**config.mk**
```make
export PLATFORM = sky130hd
export DESIGN_NAME = div32_seq
export DESIGN_NICKNAME = d
export VERILOG_FILES = /design/src/rtl/cpu_pkg.sv /design/src/rtl/div_step.sv /design/src/rtl/div32_seq.sv
export SDC_FILE = /design/constraint.sdc
export NUM_CORES = 1
export LEC_CHECK = 0
export CELL_PAD_IN_SITES_DETAIL_PLACEMENT = 0
export CELL_PAD_IN_SITES_GLOBAL_PLACEMENT = 1
export CORE_MARGIN = 2
export CORE_UTILIZATION = 48
export CTS_BUF_LIST = sky130_fd_sc_hd__clkbuf_4 sky130_fd_sc_hd__clkbuf_8
export DETAILED_ROUTE_END_ITERATION = 8
export PLACE_DENSITY = 0.95
export RECOVER_POWER = 100
export SYNTH_ARGS = -nofsm -noshare
export SYNTH_HDL_FRONTEND = slang
export SYNTH_SLANG_ARGS = --single-unit
```
**constraint.sdc**
```tcl
create_clock -name clk -period 10.6 [get_ports clk]
set_input_delay 2.12 -clock clk [delete_from_list [all_inputs] [get_ports clk]]
set_output_delay 2.12 -clock clk [all_outputs]
set_load 0.02 [all_outputs]
```
**src/rtl/cpu_pkg.sv**
```systemverilog
// Shared CPU datapath constants and types used by the EXE-stage divider.
//   DIV_WIDTH   : operand/result width of the iterative divider
//   DIV_CNT_W   : width of the divider step counter
//   div_state_e : divider FSM state encoding
//   DIV_ZERO_Q  : quotient forced on a divide by zero
package cpu_pkg;

  localparam int unsigned DIV_WIDTH = 32;
  localparam int unsigned DIV_CNT_W = 5;

  typedef enum logic {
    DIV_IDLE = 1'b0,
    DIV_RUN  = 1'b1
  } div_state_e;

  localparam logic [DIV_WIDTH-1:0] DIV_ZERO_Q = '1;

endpackage : cpu_pkg

```
**src/rtl/div_step.sv**
```systemverilog
// One combinational restoring-division step.
//   rem_i     : partial remainder before the step (always < divisor)
//   bit_i     : next dividend bit shifted into the remainder
//   divisor_i : divisor magnitude
//   rem_c     : partial remainder after the step
//   q_bit_c   : quotient bit produced by the step
module div_step
  import cpu_pkg::*;
#(
  parameter int unsigned WIDTH = DIV_WIDTH
) (
  input  logic [WIDTH-1:0] rem_i,
  input  logic             bit_i,
  input  logic [WIDTH-1:0] divisor_i,
  output logic [WIDTH-1:0] rem_c,
  output logic             q_bit_c
);

  logic [WIDTH:0] shifted;
  logic [WIDTH:0] diff;

  // shifted < 2*divisor, so the WIDTH+1-bit difference never overflows and
  // its MSB is a true sign bit.
  always_comb begin
    shifted = {rem_i, bit_i};
    diff    = shifted - {1'b0, divisor_i};
    q_bit_c = ~diff[WIDTH];
    rem_c   = q_bit_c ? diff[WIDTH-1:0] : shifted[WIDTH-1:0];
  end

endmodule : div_step

```
**src/rtl/div32_seq.sv**
```systemverilog
// Iterative restoring divider, one quotient bit per clock, signed/unsigned.
//   clk, clrn   : clock (rising edge), asynchronous active-low reset
//   start       : request strobe, sampled only while busy=0
//   sign        : 1 = two's complement division, sampled with start
//   dividend    : numerator, sampled with start
//   divisor     : denominator, sampled with start
//   q, r        : registered quotient / remainder, updated on completion
//   busy        : operation in progress
//   ready       : one-cycle pulse when q/r are updated
//   div_by_zero : divisor was zero for the last completed operation
module div32_seq
  import cpu_pkg::*;
#(
  parameter int unsigned WIDTH = DIV_WIDTH
) (
  input  logic             clk,
  input  logic             clrn,
  input  logic             start,
  input  logic             sign,
  input  logic [WIDTH-1:0] dividend,
  input  logic [WIDTH-1:0] divisor,
  output logic [WIDTH-1:0] q,
  output logic [WIDTH-1:0] r,
  output logic             busy,
  output logic             ready,
  output logic             div_by_zero
);

  localparam int unsigned CNT_W = $clog2(WIDTH);

  div_state_e       state_q, state_d;
  logic [CNT_W-1:0] cnt_q, cnt_d;
  logic [WIDTH-1:0] rem_q, rem_d;
  logic [WIDTH-1:0] dvd_q, dvd_d;
  logic [WIDTH-1:0] dvs_q, dvs_d;
  logic [WIDTH-1:0] raw_q, raw_d;
  logic             qneg_q, qneg_d;
  logic             rneg_q, rneg_d;
  logic             dbz_pend_q, dbz_pend_d;
  logic [WIDTH-1:0] q_q, q_d;
  logic [WIDTH-1:0] r_q, r_d;
  logic             busy_q, busy_d;
  logic             ready_q, ready_d;
  logic             dbz_q, dbz_d;

  logic [WIDTH-1:0] step_rem;
  logic             step_qbit;

  function automatic logic [WIDTH-1:0] neg(input logic [WIDTH-1:0] x);
    return ~x + WIDTH'(1);
  endfunction

  // dvd_q doubles as the quotient shift register: dividend bits leave at the
  // top while quotient bits enter at the bottom.
  div_step #(.WIDTH(WIDTH)) u_step (
    .rem_i     (rem_q),
    .bit_i     (dvd_q[WIDTH-1]),
    .divisor_i (dvs_q),
    .rem_c     (step_rem),
    .q_bit_c   (step_qbit)
  );

  // Next-state and output logic
  always_comb begin
    state_d    = state_q;
    cnt_d      = cnt_q;
    rem_d      = rem_q;
    dvd_d      = dvd_q;
    dvs_d      = dvs_q;
    raw_d      = raw_q;
    qneg_d     = qneg_q;
    rneg_d     = rneg_q;
    dbz_pend_d = dbz_pend_q;
    q_d        = q_q;
    r_d        = r_q;
    busy_d     = busy_q;
    ready_d    = 1'b0;
    dbz_d      = dbz_q;

    case (state_q)
      DIV_IDLE: begin
        if (start) begin
          dvd_d      = (sign && dividend[WIDTH-1]) ? neg(dividend) : dividend;
          dvs_d      = (sign && divisor[WIDTH-1])  ? neg(divisor)  : divisor;
          raw_d      = dividend;
          qneg_d     = sign & (dividend[WIDTH-1] ^ divisor[WIDTH-1]);
          rneg_d     = sign & dividend[WIDTH-1];
          dbz_pend_d = (divisor == '0);
          rem_d      = '0;
          cnt_d      = '0;
          busy_d     = 1'b1;
          state_d    = DIV_RUN;
        end
      end

      DIV_RUN: begin
        rem_d = step_rem;
        dvd_d = {dvd_q[WIDTH-2:0], step_qbit};
        cnt_d = cnt_q + CNT_W'(1);
        if (cnt_q == CNT_W'(WIDTH - 1)) begin
          state_d = DIV_IDLE;
          busy_d  = 1'b0;
          ready_d = 1'b1;
          dbz_d   = dbz_pend_q;
          if (dbz_pend_q) begin
            q_d = WIDTH'(DIV_ZERO_Q);
            r_d = raw_q;
          end else begin
            q_d = qneg_q ? neg(dvd_d) : dvd_d;
            r_d = rneg_q ? neg(step_rem) : step_rem;
          end
        end
      end

      default: state_d = DIV_IDLE;
    endcase
  end

  // State and output registers
  always_ff @(posedge clk or negedge clrn) begin
    if (!clrn) begin
      state_q    <= DIV_IDLE;
      cnt_q      <= '0;
      rem_q      <= '0;
      dvd_q      <= '0;
      dvs_q      <= '0;
      raw_q      <= '0;
      qneg_q     <= 1'b0;
      rneg_q     <= 1'b0;
      dbz_pend_q <= 1'b0;
      q_q        <= '0;
      r_q        <= '0;
      busy_q     <= 1'b0;
      ready_q    <= 1'b0;
      dbz_q      <= 1'b0;
    end else begin
      state_q    <= state_d;
      cnt_q      <= cnt_d;
      rem_q      <= rem_d;
      dvd_q      <= dvd_d;
      dvs_q      <= dvs_d;
      raw_q      <= raw_d;
      qneg_q     <= qneg_d;
      rneg_q     <= rneg_d;
      dbz_pend_q <= dbz_pend_d;
      q_q        <= q_d;
      r_q        <= r_d;
      busy_q     <= busy_d;
      ready_q    <= ready_d;
      dbz_q      <= dbz_d;
    end
  end

  assign q           = q_q;
  assign r           = r_q;
  assign busy        = busy_q;
  assign ready       = ready_q;
  assign div_by_zero = dbz_q;

endmodule : div32_seq
```
---- After elaboration in Yosys (flattened, before gate mapping) ----
Index checks and enable logic that the tools add are counted.
operators by class
  add/sub/neg operators ................... 6
  equality and inequality tests ........... 3
  mux-type cells .......................... 21
  bitwise logic cells ..................... 9
  reduce and logical (&&, ||, !) cells .... 6
operators by type and width
  cell                     count
  $mux W32                 9
  $add A32 B1 Y32 const B  4
  $not A32 Y32             4
  $pmux W32 S2             2
  $sub A33 B32 Y33         1
  $logic_not A32 Y1        1
  $pmux W5 S2              1
  $mux W1                  6
  $reduce_and A2 Y1        3
  $add A5 B1 Y5 const B    1
  $eq A5 B5 Y1 const B     1
  $mux W5                  1
  $pmux W1 S2              2
  $and A1 B1 Y1            2
  $logic_and A1 B1 Y1      2
  $ne A2 B1 Y1 const B     1
  $ne A2 B2 Y1 const B     1
  $not A1 Y1               2
  $xor A1 B1 Y1            1
word-level totals
  flip-flop bits (word level) ............. 204
  input port bits ......................... 68
  output and inout bits ................... 67
  word-level logic and storage cells ...... 59

---- Depth between registers and ports, before layout ----
Gate-level depths: netlist of the first run.
  word-level depth ........................ 6
  depth in mapped cells ................... 25
  gate-level depth less buffers ........... 22

---- Hierarchy ----
From an unflattened synthesis of the first run, not the netlist that was laid out.
unflattened totals
  cell total of the unflattened synthesis .. 1492
  area, all modules ....................... 13262.7 um2
modules (own cells, without submodules)
  module     times used  cells an instance  area each (um2)  seq. area each (um2)
  div32_seq  1           1187               10904.2          5104.9
  div_step   1           305                2358.5           0.0

---- Worst setup path after synthesis of the first run ----
Ideal clock, no wire load.
  path type ............................... flip-flop to flip-flop
  start ................................... register dvd_q[31]
  end ..................................... register r_q[26] (netlist: r[26])
  library setup time ...................... 0.131 ns
  arrival time ............................ 5.191 ns
  data required time ...................... 10.469 ns
  path slack .............................. 5.278 ns
  stages on the path, launching flop included .. 25
  path buffers ............................ 3
  period minus slack after synthesis ...... 5.322 ns
  cell sequence ........................... dfrtp_1 inv_1 ha_1 inv_1 fa_1 a211oi_2 o211ai_2 a21o_1 o311a_4 o21a_1 nor2_1 inv_1 buf_2 buf_2 buf_1 a21oi_1 ha_1 nand2_1 or3_1 nor3_1 mux2_2 nand3_4 o41ai_2 nor3_1 or3b_1
on the way
  longest elaborated chain between the ends .. 6
ends and longest elaborated chain
  what                    line              RTL
  start, declared         div32_seq.sv:34   logic [WIDTH-1:0] dvd_q, dvd_d;
  start signal, assigned  div32_seq.sv:140  dvd_q <= dvd_d;
  $sub A33 B32 Y33        div_step.sv:26    diff = shifted - {1'b0, divisor_i};
  $mux W32 *              div_step.sv:28    rem_c = q_bit_c ? diff[WIDTH-1:0] : shifted[WIDTH-1:0];
  $not A32 Y32            div32_seq.sv:50   return ~x + WIDTH'(1);
  $add A32 B1 Y32         div32_seq.sv:50
  $mux W32 *              div32_seq.sv:110  r_d = rneg_q ? neg(step_rem) : step_rem;
  $mux W32 *              div32_seq.sv:105  if (dbz_pend_q) begin
  end signal, assigned    div32_seq.sv:147  r_q <= r_d;
  end, declared           div32_seq.sv:41   logic [WIDTH-1:0] r_q, r_d;
Every way passes the cells marked *; elsewhere a longest branch is shown, timed or not.
A chain may end at the register's enable or synchronous reset.

---- Worst setup path in the final report of the first run ----
Ends and elaborated chain as after synthesis.

==> impl_results.md, run 1 <==
- Setup violators final: 0
- Violated checks: capacitance limit, slew limit
- Port-buffer cells: roughly 130
- Met2 GRT Util: ~42%
- First-pass GRT wire length: around 64 mm
- Most heavily used metal layer in global routing: met2
- Hold_ws: ~0.47 ns
- HPWL after detailed placement: around 30 mm
- Antenna diode count: 0
- Max Cap Viol: 6
- Total routing usage reported by global routing: a little over a quarter
- Number of DRC violations after detailed routing: 0
- Iter 0 DRT Violations: 1205
- Run status: finished with violations
- Data arrival time of the worst path: a little under 9 ns
- Final WL: 40.50 mm
- Count of flip-flops with a built-in enable after synthesis: 0
- Mean instance size in the synthesized netlist: ~8.4 um2
- Flop and latch count out of synthesis: slightly above 200
- Cell count after placement: between 2000 and 2500
- GRT Residual Overflow: 0
- Hold crit path type: flop to flop
- Worst slew margin relative to its limit: -200.0%
- Overall power: 6.367 mW
- Overall die area: between 0.02 and 0.03 mm2
- FF+latch area: 0.005107 mm2
- Pin count of the biggest net entering global routing: around 110
- Vias in the first global route: 11660
- TritonCTS Sinks: 204
- GR Util met3: between 4 and 5%
- Count of pins over their slew limit: roughly 390
- Setup repair bufs after CTS: 0
- Layout net count: 1821
- Post-route clock skew: between 0.01 and 0.015 ns
- Most instantiated flip-flop cell in the synthesis netlist: sky130_fd_sc_hd__dfrtp_1
- TritonCTS Buffers: 37
- CTS Hold Buffers Added: 0
- Clock tree from TritonCTS: done
- Via/cell ratio: roughly 6
- Leakage Power: roughly 6.7 nW
- Post-detailed-route wirelength per cell: 19.11 um
- Length of the first detailed-routing pass in iterations: 7
- Asr flop ratio synth: 100.0%
- Count of boundary I/O pins: roughly 140
- Ratio of final minimum period to clock period: 78.10%
- Instance count of the mapped netlist: 1619
- Buffer levels on the longest clock path: 3
- VDD IR-drop max: 211.7 uV
- Multi-input gate area in the final layout: ~0.008 mm2
- Vias after detailed routing: 12410
- Die extent in y: 172.0 um
- Clock edge transition at the registers on the reported setup and hold paths: ~0.060 ns
- Ratio of total power to cell area: 401.9 mW/mm2
- CP Capture Type: flop
- Number of distinct library cells after synthesis: roughly 80
- Post-Synthesis Net Count: approximately 1700
- Met1 track demand over resource in global routing: 40.01%
- Worst setup path category: flop to flop
- Skew-Pair Late Insertion Delay: roughly 0.55 ns
- Part of the Yosys area used for sequential elements: between 30% and 40%
- Highest Clock Rate: 120.8 MHz
- Final Instance Count excl. Fillers: about 2100
- Transition at the pin with the smallest max-transition slack: around 4.5 ns
- Initial Utilization: between 40% and 50%
- Ratio of cells with drive above 1 in the final layout: between 7 and 8%
- Cell chosen for the clock root: sky130_fd_sc_hd__clkbuf_8
- Warning count from the yosys run: 0
- Number of nets still failing antenna checks after routing: 0
- Endpoint required time on the critical path: about 11 ns
- Relative area change from synthesis to final layout: 17.01%
- Worst-path maximum fanout: 48
- Number of hold-slack violations in the final timing report: 0
- Area of the core: ~0.028 mm2
- Number of antenna violations at the first check in global routing: 1
- Final weighted congestion in routability-driven placement: about 0.9
- Die width: approximately 170 um
- Total number of placement rows: 61
- Layout fillers: about 2600
- Number of gates given a new drive strength after cts: 0
- Fin crit period: between 8 and 9 ns
- Htree depth: 2
- Post-synthesis instance area: 0.01354 mm2
- Startpoint Class: flop
- Accumulated negative setup slack: 0 ns
- RSZ-0062 raised after global routing: false
- Setup slack, reg-to-reg: 2.32 ns
## flip-flops by register name, summed over array words and instances, names as in the netlist
register     flops
state_q          1
dvd_q           32
dvs_q           32
busy             1
q               32
rneg_q           1
raw_q           32
r               32
rem_q           32
ready            1
div_by_zero      1
cnt_q            5
qneg_q           1
dbz_pend_q       1
## where the power goes
group | leakage, nW | internal, mW | switching, mW | total (mW)
combinational | 3.73 | 1.59 | 2.40 | 3.99
clock | 0.432 | 0.472 | 0.349 | 0.821
sequential | 2.52 | 1.18 | 0.375 | 1.55
## layout make-up
class                           count  area share [%]
Multi-Input combinational cell   1268           49.46
Sequential cell                   204           32.24
Timing Repair Buffer              145           8.837
Clock buffer                       57           4.399
Tap cell                          378           2.985
Inverter                           58           1.374
Clock inverter                     10          0.7107
## per-stage QoR
step | utilization (%) | instance area, um2 | worst slack, ns
after floorplan | - | 13540 | 5.278
after detailed placement | 54.34 | 15100 | 4.169
after CTS | 57.25 | 15910 | 4.119
final | 57.03 | 15840 | 2.322
after global placement | 54.34 | 15100 | 4.340
after global routing | 57.03 | 15840 | 1.830
## critical path, stage by stage, from the launching register on
cell	delay (ns)
sky130_fd_sc_hd__dfrtp_1	0.41
sky130_fd_sc_hd__inv_1	0.07
sky130_fd_sc_hd__ha_1	0.15
sky130_fd_sc_hd__inv_1	0.05
sky130_fd_sc_hd__fa_1	0.44
sky130_fd_sc_hd__a211oi_2	0.33
sky130_fd_sc_hd__o211ai_2	0.21
sky130_fd_sc_hd__a21o_1	0.24
sky130_fd_sc_hd__o311a_1	0.34
sky130_fd_sc_hd__o21a_1	0.27
sky130_fd_sc_hd__nor2_4	0.12
sky130_fd_sc_hd__clkbuf_1	1.63
sky130_fd_sc_hd__inv_1	0.66
sky130_fd_sc_hd__buf_4	0.45
sky130_fd_sc_hd__mux2i_1	0.31
sky130_fd_sc_hd__ha_1	0.30
sky130_fd_sc_hd__nand2_1	0.09
sky130_fd_sc_hd__or3_1	0.42
sky130_fd_sc_hd__nor3_1	0.36
sky130_fd_sc_hd__mux2_1	0.28
sky130_fd_sc_hd__nand3_4	0.13
sky130_fd_sc_hd__o41ai_2	0.38
sky130_fd_sc_hd__nor3_1	0.09
sky130_fd_sc_hd__or3b_1	0.36
## path summary, 6_finish.rpt
path,startpoint,to,cells past startpoint
max reg2reg,dvd_q[31],r[26],23
min in group asynchronous,clrn,dvs_q[29],1
min reg2reg,dvs_q[4],dvs_q[4],2
max,dvd_q[31],r[26],23
max in group asynchronous,clrn,q[7],3
min,dvs_q[4],dvs_q[4],2
## per-layer routing
| layer | vias up | share of wire (%) |
|---|---|---|
| met1 | 5903 | 46 |
| met2 | 466 | 45 |
| met5 | - | 0.032 |
| li1 | 5967 | - |
| met4 | 2 | 2.5 |
| met3 | 76 | 7.0 |
## synth_stat cells, types with 23 or more instances
library cell / number / area (um2)
sky130_fd_sc_hd__nand2_1: 243 / 912.1
sky130_fd_sc_hd__dfrtp_1: 204 / 5105
sky130_fd_sc_hd__mux2i_1: 27 / 270.3
sky130_fd_sc_hd__ha_1: 38 / 475.5
sky130_fd_sc_hd__nand3_1: 32 / 160.2
sky130_fd_sc_hd__o31ai_1: 23 / 172.7
sky130_fd_sc_hd__a21oi_1: 120 / 600.6
sky130_fd_sc_hd__o22ai_1: 23 / 143.9
sky130_fd_sc_hd__nor2_1: 108 / 405.4
sky130_fd_sc_hd__clkbuf_1: 59 / 221.5
sky130_fd_sc_hd__inv_1: 57 / 214.0
sky130_fd_sc_hd__o21ai_0: 188 / 940.9
sky130_fd_sc_hd__mux2_2: 34 / 382.9
sky130_fd_sc_hd__xor2_1: 60 / 525.5
sky130_fd_sc_hd__nor3_1: 26 / 130.1
sky130_fd_sc_hd__xnor2_1: 68 / 595.6
## cells by family after synthesis
| family | count (synthesis) | share of synthesized area [%] |
|---|---|---|
| XOR/XNOR | 128 | 8.279 |
| flip-flops | 204 | 37.70 |
| AND/OR/NAND/NOR | 527 | 17.91 |
| multiplexers | 61 | 4.824 |
| AO/OA/AOI/OAI | 513 | 23.36 |
| buffers and inverters | 147 | 4.269 |
| adder cells (fa/ha/maj) | 39 | 3.659 |
## cells in the final DEF, fill, tap and decap left out, types with 12 or more instances in the layout
cell and count:
sky130_fd_sc_hd__xnor2_1 68, sky130_fd_sc_hd__nor3_1 26, sky130_fd_sc_hd__o41ai_1 18, sky130_fd_sc_hd__o22ai_1 23, sky130_fd_sc_hd__ha_1 38, sky130_fd_sc_hd__mux2i_1 27
sky130_fd_sc_hd__nor4_1 19, sky130_fd_sc_hd__and3_1 13, sky130_fd_sc_hd__mux2_2 31, sky130_fd_sc_hd__nand3_1 32, sky130_fd_sc_hd__a21oi_1 120, sky130_fd_sc_hd__dlygate4sd3_1 69
sky130_fd_sc_hd__a211oi_1 15, sky130_fd_sc_hd__nand2_1 243, sky130_fd_sc_hd__o31ai_1 23, sky130_fd_sc_hd__a21o_1 22, sky130_fd_sc_hd__nor2_1 106, sky130_fd_sc_hd__clkdlybuf4s50_1 63
sky130_fd_sc_hd__o21ai_0 192, sky130_fd_sc_hd__clkbuf_8 43, sky130_fd_sc_hd__dfrtp_1 202, sky130_fd_sc_hd__clkbuf_4 14, sky130_fd_sc_hd__o21a_1 12, sky130_fd_sc_hd__xor2_1 60
sky130_fd_sc_hd__or3_1 21, sky130_fd_sc_hd__or4_1 14, sky130_fd_sc_hd__inv_1 56
No activity file was read; power rests on OpenSTA's default activity.
==> run 2: changes to the inputs <==
--- a/config.mk
+++ b/config.mk
@@ -8,10 +8,10 @@
 export CELL_PAD_IN_SITES_DETAIL_PLACEMENT = 0
 export CELL_PAD_IN_SITES_GLOBAL_PLACEMENT = 1
 export CORE_MARGIN = 2
-export CORE_UTILIZATION = 48
+export CORE_UTILIZATION = 41
 export CTS_BUF_LIST = sky130_fd_sc_hd__clkbuf_4 sky130_fd_sc_hd__clkbuf_8
 export DETAILED_ROUTE_END_ITERATION = 8
-export PLACE_DENSITY = 0.95
+export PLACE_DENSITY = 0.87
 export RECOVER_POWER = 100
 export SYNTH_ARGS = -nofsm -noshare
 export SYNTH_HDL_FRONTEND = slang
==> constraint.sdc (replaced) <==
create_clock -name clk -period 7.3 [get_ports clk]
set_input_delay 1.46 -clock clk [delete_from_list [all_inputs] [get_ports clk]]
set_output_delay 1.46 -clock clk [all_outputs]
set_load 0.02 [all_outputs]
==> run 2 against run 1 <==
Net effect:
- largest cell class unchanged
- sequential share of layout area decreased by 0.27 points
- die area is 17% higher
- critical path type unchanged
- final area grew 0.83%
- global-route usage shrank 3.3 points
- clock skew up 0.0038 ns
- first-iteration DRC count decreased by 15%
- via count rose by 0.15%
- maximum frequency up 34%
- clock power up 51%
- power is 46% higher
- largest power group unchanged
- final cell count grew 3.3%
- critical endpoint is now r[23]
- the flow still finishes with violations (capacitance limit, slew limit)
- critical path depth fell by 7
==> impl_results.md, run 2 (synthesis results as in run 1) <==
- Vias in the first global route: 11880 (+1.9%)
- Initial Utilization: 41.62% (-7.1 points)
- Cell at the slowest stage of the critical path: sky130_fd_sc_hd__clkbuf_1
- Layout net count: 1825 (+0.22%)
- Max Cap Viol: 10 (+4)
- Number of gates given a new drive strength after cts: 0 (unchanged)
- Htree depth: 2 (unchanged)
- Ratio of final minimum period to clock period: 84.54% (+6.4 points)
- Startpoint Class: flop
- Number of antenna violations at the first check in global routing: 0 (-1)
- Leakage Power: 6.701 nW (+0.27%)
- Switch share: 49.17% (about the same)
- Worst-path maximum fanout: 47 (-2.1%)
- R2R Path End: r[23]
- Final WL: 40.65 mm (+0.35%)
- Highest Clock Rate: 162.0 MHz (+34%)
- Worst setup path category: flop to flop
- Hold crit path type: flop to flop
- Endpoint required time on the critical path: 7.71 ns (-3.31 ns)
- Length of the first detailed-routing pass in iterations: 5 (-2)
- Commonest non-fill, non-tap cell in the layout: sky130_fd_sc_hd__nand2_1
- Final instance area: 0.01598 mm2 (+0.83%)
- Category of cells accounting for the largest share of critical-path delay: compound AO/OA/AOI/OAI gates
- Number of nets still failing antenna checks after routing: 0 (unchanged)
- Iter 0 DRT Violations: 1025 (-15%)
- CTS Hold Buffers Added: 0 (unchanged)
- Number of DRC violations after detailed routing: 0 (unchanged)
- Final core occ: 49.10% (-7.9 points)
- Final weighted congestion in routability-driven placement: 0.8958 (-2.4%)
- Setup violators final: 0 (unchanged)
- Count of pins over their slew limit: 515 (+31%)
- Area of the core: 0.03254 mm2 (+17%)
- Total routing usage reported by global routing: 24.05% (-3.3 points)
- Transition at the pin with the smallest max-transition slack: 3.566 ns (-0.9337 ns)
- Port-buffer cells: 134 (unchanged)
- Violated checks: capacitance limit, slew limit
- Relative area change from synthesis to final layout: 17.98%
- Pin count of the biggest net entering global routing: 108 (unchanged)
- Logic depth of the worst register-to-register path: 16 (-30%)
- RSZ-0062 raised after global routing: false
- Start point of the worst min-delay path: q[25]
- Skew-Pair Late Insertion Delay: 0.56 ns (about the same)
- Reg power frac: 24.0% (-0.4 points)
- Ratio of total power to cell area: 581.3 mW/mm2 (+45%)
- Worst slew margin relative to its limit: -138.3% (+62 points)
- Setup repair bufs after CTS: 0 (unchanged)
- Via/cell ratio: 5.677 (-3.0%)
- Combinational power share: 62.7% (about the same)
- Crit path launch: dvd_q[31]
- Most Frequent Cell on Critical Path: sky130_fd_sc_hd__inv_1
- CP Capture Type: flop
- Die width: 185.7 um (+8.0%)
- Setup slack, reg-to-reg: 1.13 ns (-1.19 ns)
- P_int: 4.720 mW (+46%)
- Relative contribution of the clock network to total power: 13.4% (+0.5 points)
- Run status: finished with violations
- Buffer levels on the longest clock path: 3 (unchanged)
- Stage delay of the slowest cell on the critical path: 1.74 ns (+0.11 ns)
- Ordered cell list for the critical path: inv_1, ha_1, inv_1, fa_1, a211oi_2, o211ai_1, a21o_1, o311a_4, o21a_1, nor2_4, clkbuf_1, and4_1, o221ai_2, o21ai_0, mux2i_1, nand3_1
- Clock edge transition at the registers on the reported setup and hold paths: 0.06 ns (about the same)
- Total number of placement rows: 66 (+8.2%)
- TritonCTS Sinks: 204 (unchanged)
- Antenna diode count: 0 (unchanged)
- Die extent in y: 185.7 um (+8.0%)
- VDD IR-drop max: 318.5 uV (+50%)
- Count of boundary I/O pins: 135 (unchanged)
- Number of hold-slack violations in the final timing report: 0 (unchanged)
- Cell chosen for the clock root: sky130_fd_sc_hd__clkbuf_8
- Number of gates on the worst path with buffers counted: 16 (-30%)
- TritonCTS Buffers: 39 (+5.4%)
- Post-route clock skew: 0.01732 ns (+0.003802 ns)
- HPWL after detailed placement: 29.77 mm (-0.46%)
- Post-detailed-route wirelength per cell: 18.56 um (-2.9%)
- Vias after detailed routing: 12430 (+0.15%)
- Data arrival time of the worst path: 6.58 ns (-2.12 ns)
- End point of the critical path: r[23]
- Fin crit period: 6.172 ns (-2.107 ns)
- Clock tree from TritonCTS: done
- Accumulated negative setup slack: 0 ns (unchanged)
- Ratio of cells with drive above 1 in the final layout: 7.380% (-0.083 points)
- Most frequent cells in the layout: sky130_fd_sc_hd__nand2_1 (243), sky130_fd_sc_hd__dfrtp_1 (202), sky130_fd_sc_hd__o21ai_0 (195)
- GRT Residual Overflow: 0 (unchanged)
- First-pass GRT wire length: 65.54 mm (+3.1%)
- Placed instance area: 0.01519 mm2 (+0.65%)
- Overall die area: 0.03450 mm2 (+17%)
- Critical path buffers and inverters: 3 (-2)
- Power dissipated by switching net loads: 4.566 mW (+46%)
- Worst R2R Start: dvd_q[31]
- Overall power: 9.287 mW (+46%)
## run 2: area by class of cell
type | instances | area, um2
Fill cell | 3243 | 16560
Multi-Input combinational cell | 1268 | 7834
Sequential cell | 204 | 5107
Timing Repair Buffer | 147 | 1401
Clock buffer | 60 | 763.2
Tap cell | 442 | 553.0
Inverter | 58 | 217.7
Clock inverter | 11 | 98.84
## run 2: power groups by stage
stage                     Sequential [mW]  Clock (mW)  Combinational [mW]
final                                2.22        1.24                5.82
after global routing                 2.30        1.31                6.47
after CTS                            2.23        1.27                5.89
after detailed placement             2.24           0                5.85
after global placement               2.22           0                5.81
after floorplan                      2.26           0                4.08
## run 2: worst min-delay path by stage
| stage | endpoint | slack, ns | depth (start not counted) |
|---|---|---|---|
| 4_1_cts | dvs_q[24] | 0.48 | 2 |
| 6_report | q[25] | 0.48 | 2 |
| 2_1_floorplan | dvs_q[10] | 0.45 | 2 |
| 3_5_place_dp | r[23] | 0.47 | 2 |
| 3_3_place_gp | q[25] | 0.46 | 2 |
| 5_1_grt | r[23] | 0.51 | 2 |
## run 2: worst min-delay path, delay by kind of cell (launching register included)
kind             cells  cell delay, ns
flip-flops           1            0.35
AND/OR/NAND/NOR      2            0.10
## run 2: metrics by stage
stage / hold WS, ns / cells / setup WS (ns)
6_report: 0.4753 / 2190 / 1.128
3_3_place_gp: 0.4620 / 2119 / 1.952
4_1_cts: 0.4820 / 2190 / 1.722
2_1_floorplan: 0.4498 / 1619 / 1.978
3_5_place_dp: 0.4696 / 2119 / 1.756
5_1_grt: 0.5052 / 2190 / 0.6666
## run 2: routing by layer
metal	global-route usage (%)	part of all wire, %
met5	0	0
met1	33.43	45
met3	3.444	6.0
met4	6.079	1.9
met2	39.36	47
==> run 3: changes to the inputs <==
==> constraint.sdc (replaced) <==
create_clock -name clk -period 5.1 [get_ports clk]
set_input_delay 1.02 -clock clk [delete_from_list [all_inputs] [get_ports clk]]
set_output_delay 1.02 -clock clk [all_outputs]
set_load 0.02 [all_outputs]
==> run 3 against run 2 <==
Net effect:
- the run still ends with capacitance limit, slew limit left
- final cell count grew 0.50%
- non-clock buffer count grew 19
- via count grew 0.27%
- combinational power grew 49%
- clock skew grew 0.018 ns
- sequential share of layout area shrank 0.32 points
- worst setup slack lost 0.92 ns
- sequential cell count is the same
- die area is the same
- first-iteration DRC count shrank 6.1%
- critical path depth is the same
- largest power group unchanged
==> impl_results.md, run 3 (synthesis results as in run 1) <==
- CP Capture Type: flop
- Power dissipated by switching net loads: 6.640 mW (+45%)
- Reg power frac: 23.8% (-0.2 points)
- RSZ-0062 raised after global routing: false
- Most Frequent Cell on Critical Path: sky130_fd_sc_hd__inv_1
- Number of antenna violations at the first check in global routing: 2 (+2)
- Count of boundary I/O pins: 135 (unchanged)
- Area of the core: 0.03254 mm2 (unchanged)
- Data arrival time of the worst path: 5.30 ns (-1.28 ns)
- Layout net count: 1843 (+0.99%)
- Overall die area: 0.03450 mm2 (unchanged)
- Number of hold-slack violations in the final timing report: 0 (unchanged)
- Via/cell ratio: 5.664 (-0.24%)
- Max Cap Viol: 5 (-5)
- Port-buffer cells: 134 (unchanged)
- P_int: 6.833 mW (+45%)
- Iter 0 DRT Violations: 962 (-6.1%)
- TritonCTS Sinks: 204 (unchanged)
- Ratio of final minimum period to clock period: 95.95% (+11 points)
- Cell chosen for the clock root: sky130_fd_sc_hd__clkbuf_8
- Worst setup path category: flop to flop
- Vias in the first global route: 11870 (-0.084%)
- Clock edge transition at the registers on the reported setup and hold paths: 0.06 ns (about the same)
- Fin crit period: 4.893 ns (-1.278 ns)
- Ratio of cells with drive above 1 in the final layout: 8.755% (+1.4 points)
- Final Instance Count excl. Fillers: 2201 (+0.50%)
- Accumulated negative setup slack: 0 ns (unchanged)
- GRT Residual Overflow: 0 (unchanged)
- Vias after detailed routing: 12470 (+0.27%)
- Die width: 185.7 um (unchanged)
- Final WL: 40.97 mm (+0.80%)
- Setup violators final: 0 (unchanged)
- Count of pins over their slew limit: 341 (-34%)
- Switch share: 49.28% (+0.11 points)
- Worst-path maximum fanout: 7 (-85%)
- Post-route clock skew: 0.03579 ns (+0.01846 ns)
- Leakage Power: 6.777 nW (+1.1%)
- CTS Hold Buffers Added: 0 (unchanged)
- Number of nets still failing antenna checks after routing: 0 (unchanged)
- Cell at the slowest stage of the critical path: sky130_fd_sc_hd__a2111oi_1
- Ordered cell list for the critical path: inv_1, ha_1, inv_1, fa_2, a211oi_4, clkbuf_4, o211a_1, o21ai_1, xor2_1, or4_1, a2111oi_1, and4_1, o221ai_2, o21ai_0, mux2i_1, nand3_1
- Commonest non-fill, non-tap cell in the layout: sky130_fd_sc_hd__nand2_1
- Critical path buffers and inverters: 3 (unchanged)
- Stage delay of the slowest cell on the critical path: 0.79 ns (-0.95 ns)
- First-pass GRT wire length: 65.18 mm (-0.56%)
- Relative contribution of the clock network to total power: 11.9% (-1.5 points)
- Length of the first detailed-routing pass in iterations: 5 (unchanged)
- Buffer levels on the longest clock path: 3 (unchanged)
- Ratio of total power to cell area: 835.3 mW/mm2 (+44%)
- Initial Utilization: 41.62% (unchanged)
- Htree depth: 2 (unchanged)
- Worst slew margin relative to its limit: -131.0% (+7.3 points)
- Post-detailed-route wirelength per cell: 18.61 um (+0.29%)
- Startpoint Class: flop
- Violated checks: capacitance limit, slew limit
- Die extent in y: 185.7 um (unchanged)
- Total number of placement rows: 66 (unchanged)
- TritonCTS Buffers: 38 (-2.6%)
- Skew-Pair Late Insertion Delay: 0.58 ns (+0.02 ns)
- Cell count after placement: 2136 (+0.80%)
- Endpoint required time on the critical path: 5.51 ns (-2.20 ns)
- Clock tree from TritonCTS: done
- Hold crit path type: flop to flop
- Final weighted congestion in routability-driven placement: 0.8918 (-0.45%)
- Run status: finished with violations
- Relative area change from synthesis to final layout: 19.13%
- VDD IR-drop max: 574.2 uV (+80%)
- HPWL after detailed placement: 30.32 mm (+1.8%)
- Highest Clock Rate: 204.4 MHz (+26%)
- Category of cells accounting for the largest share of critical-path delay: compound AO/OA/AOI/OAI gates
- Antenna diode count: 0 (unchanged)
- Number of DRC violations after detailed routing: 0 (unchanged)
- Most frequent cells in the layout: sky130_fd_sc_hd__nand2_1 (242), sky130_fd_sc_hd__dfrtp_1 (203), sky130_fd_sc_hd__o21ai_0 (192)
- Transition at the pin with the smallest max-transition slack: 3.457 ns (-0.1093 ns)
- Total routing usage reported by global routing: 24.05% (about the same)
- Pin count of the biggest net entering global routing: 108 (unchanged)
- Combinational power share: 64.3% (+1.6 points)
run 3: cell types whose count changed in the layout (fill, tap and decap cells not counted), sizes merged:
cell / delta
clkbuf: -8
clkinv: -2
buf: +23
inv: -2
run 3: power groups by stage:
stage / clock network [mW] / registers (mW) / logic [mW]
final: 1.61 / 3.20 / 8.66
after global routing: 1.72 / 3.31 / 9.60
after CTS: 1.65 / 3.20 / 8.66
after detailed placement: 0 / 3.22 / 8.61
after global placement: 0 / 3.20 / 8.51
after floorplan: 0 / 3.24 / 5.89
run 3: cell type report:
cell class                 instances  area, um2
clock buffer                      56      683.2
clock inverter                     7      68.82
fill                            3174      16410
inverter                          58      217.7
multi-input combinational       1268       7938
sequential                       204       5106
tap                              442      553.0
timing repair buffer             166       1564
run 3: repair_timing:
action | in CTS | in global routing
setup endpoints to repair | 0 | 11
resized for setup | 0 | 10
setup buffers | 0 | 2
run 3: worst paths after layout:
path	cells after the start	start	end	slack [ns]
hold reg to reg	2	q[25]	q[25]	0.46
setup / recovery	16	dvd_q[31]	r[23]	0.21
min in group asynchronous	1	clrn	q[19]	1.25
max in group asynchronous	2	clrn	dbz_pend_q	1.17
hold / removal	2	q[25]	q[25]	0.46
setup reg to reg	16	dvd_q[31]	r[23]	0.21
run 3: metrics by stage:
step	power [mW]	cell area, um2	hold WS, ns	util, %	worst slack (ns)
after floorplan	9.127	13570	0.4498	-	0.01481
after detailed placement	11.83	15360	0.4614	47.20	0.08545
final	13.47	16130	0.4626	49.58	0.2067
after global routing	14.63	16130	0.4990	49.58	0.007712
after CTS	13.51	16110	0.4730	49.51	0.04752
after global placement	11.71	15360	0.4591	47.20	0.1882
run 3: routing by layer:
metal | global-route usage [%] | wire, um | up-vias
met5 | 0 | 9 | -
met4 | 8.063 | 1254 | 2
met3 | 4.187 | 2402 | 77
met2 | 38.35 | 19100 | 350
met1 | 33.00 | 18200 | 5997
li1 | - | - | 6040
run 3: worst reg2reg max path: stages, from the launching register on:
cell and delay (ns):
sky130_fd_sc_hd__dfrtp_1 0.37, sky130_fd_sc_hd__inv_1 0.06, sky130_fd_sc_hd__ha_1 0.15, sky130_fd_sc_hd__inv_1 0.05, sky130_fd_sc_hd__fa_2 0.38, sky130_fd_sc_hd__a211oi_4 0.29
sky130_fd_sc_hd__clkbuf_4 0.19, sky130_fd_sc_hd__o211a_1 0.17, sky130_fd_sc_hd__o21ai_1 0.13, sky130_fd_sc_hd__xor2_1 0.21, sky130_fd_sc_hd__or4_1 0.56, sky130_fd_sc_hd__a2111oi_1 0.79
sky130_fd_sc_hd__and4_1 0.33, sky130_fd_sc_hd__o221ai_2 0.21, sky130_fd_sc_hd__o21ai_0 0.28, sky130_fd_sc_hd__mux2i_1 0.43, sky130_fd_sc_hd__nand3_1 0.13
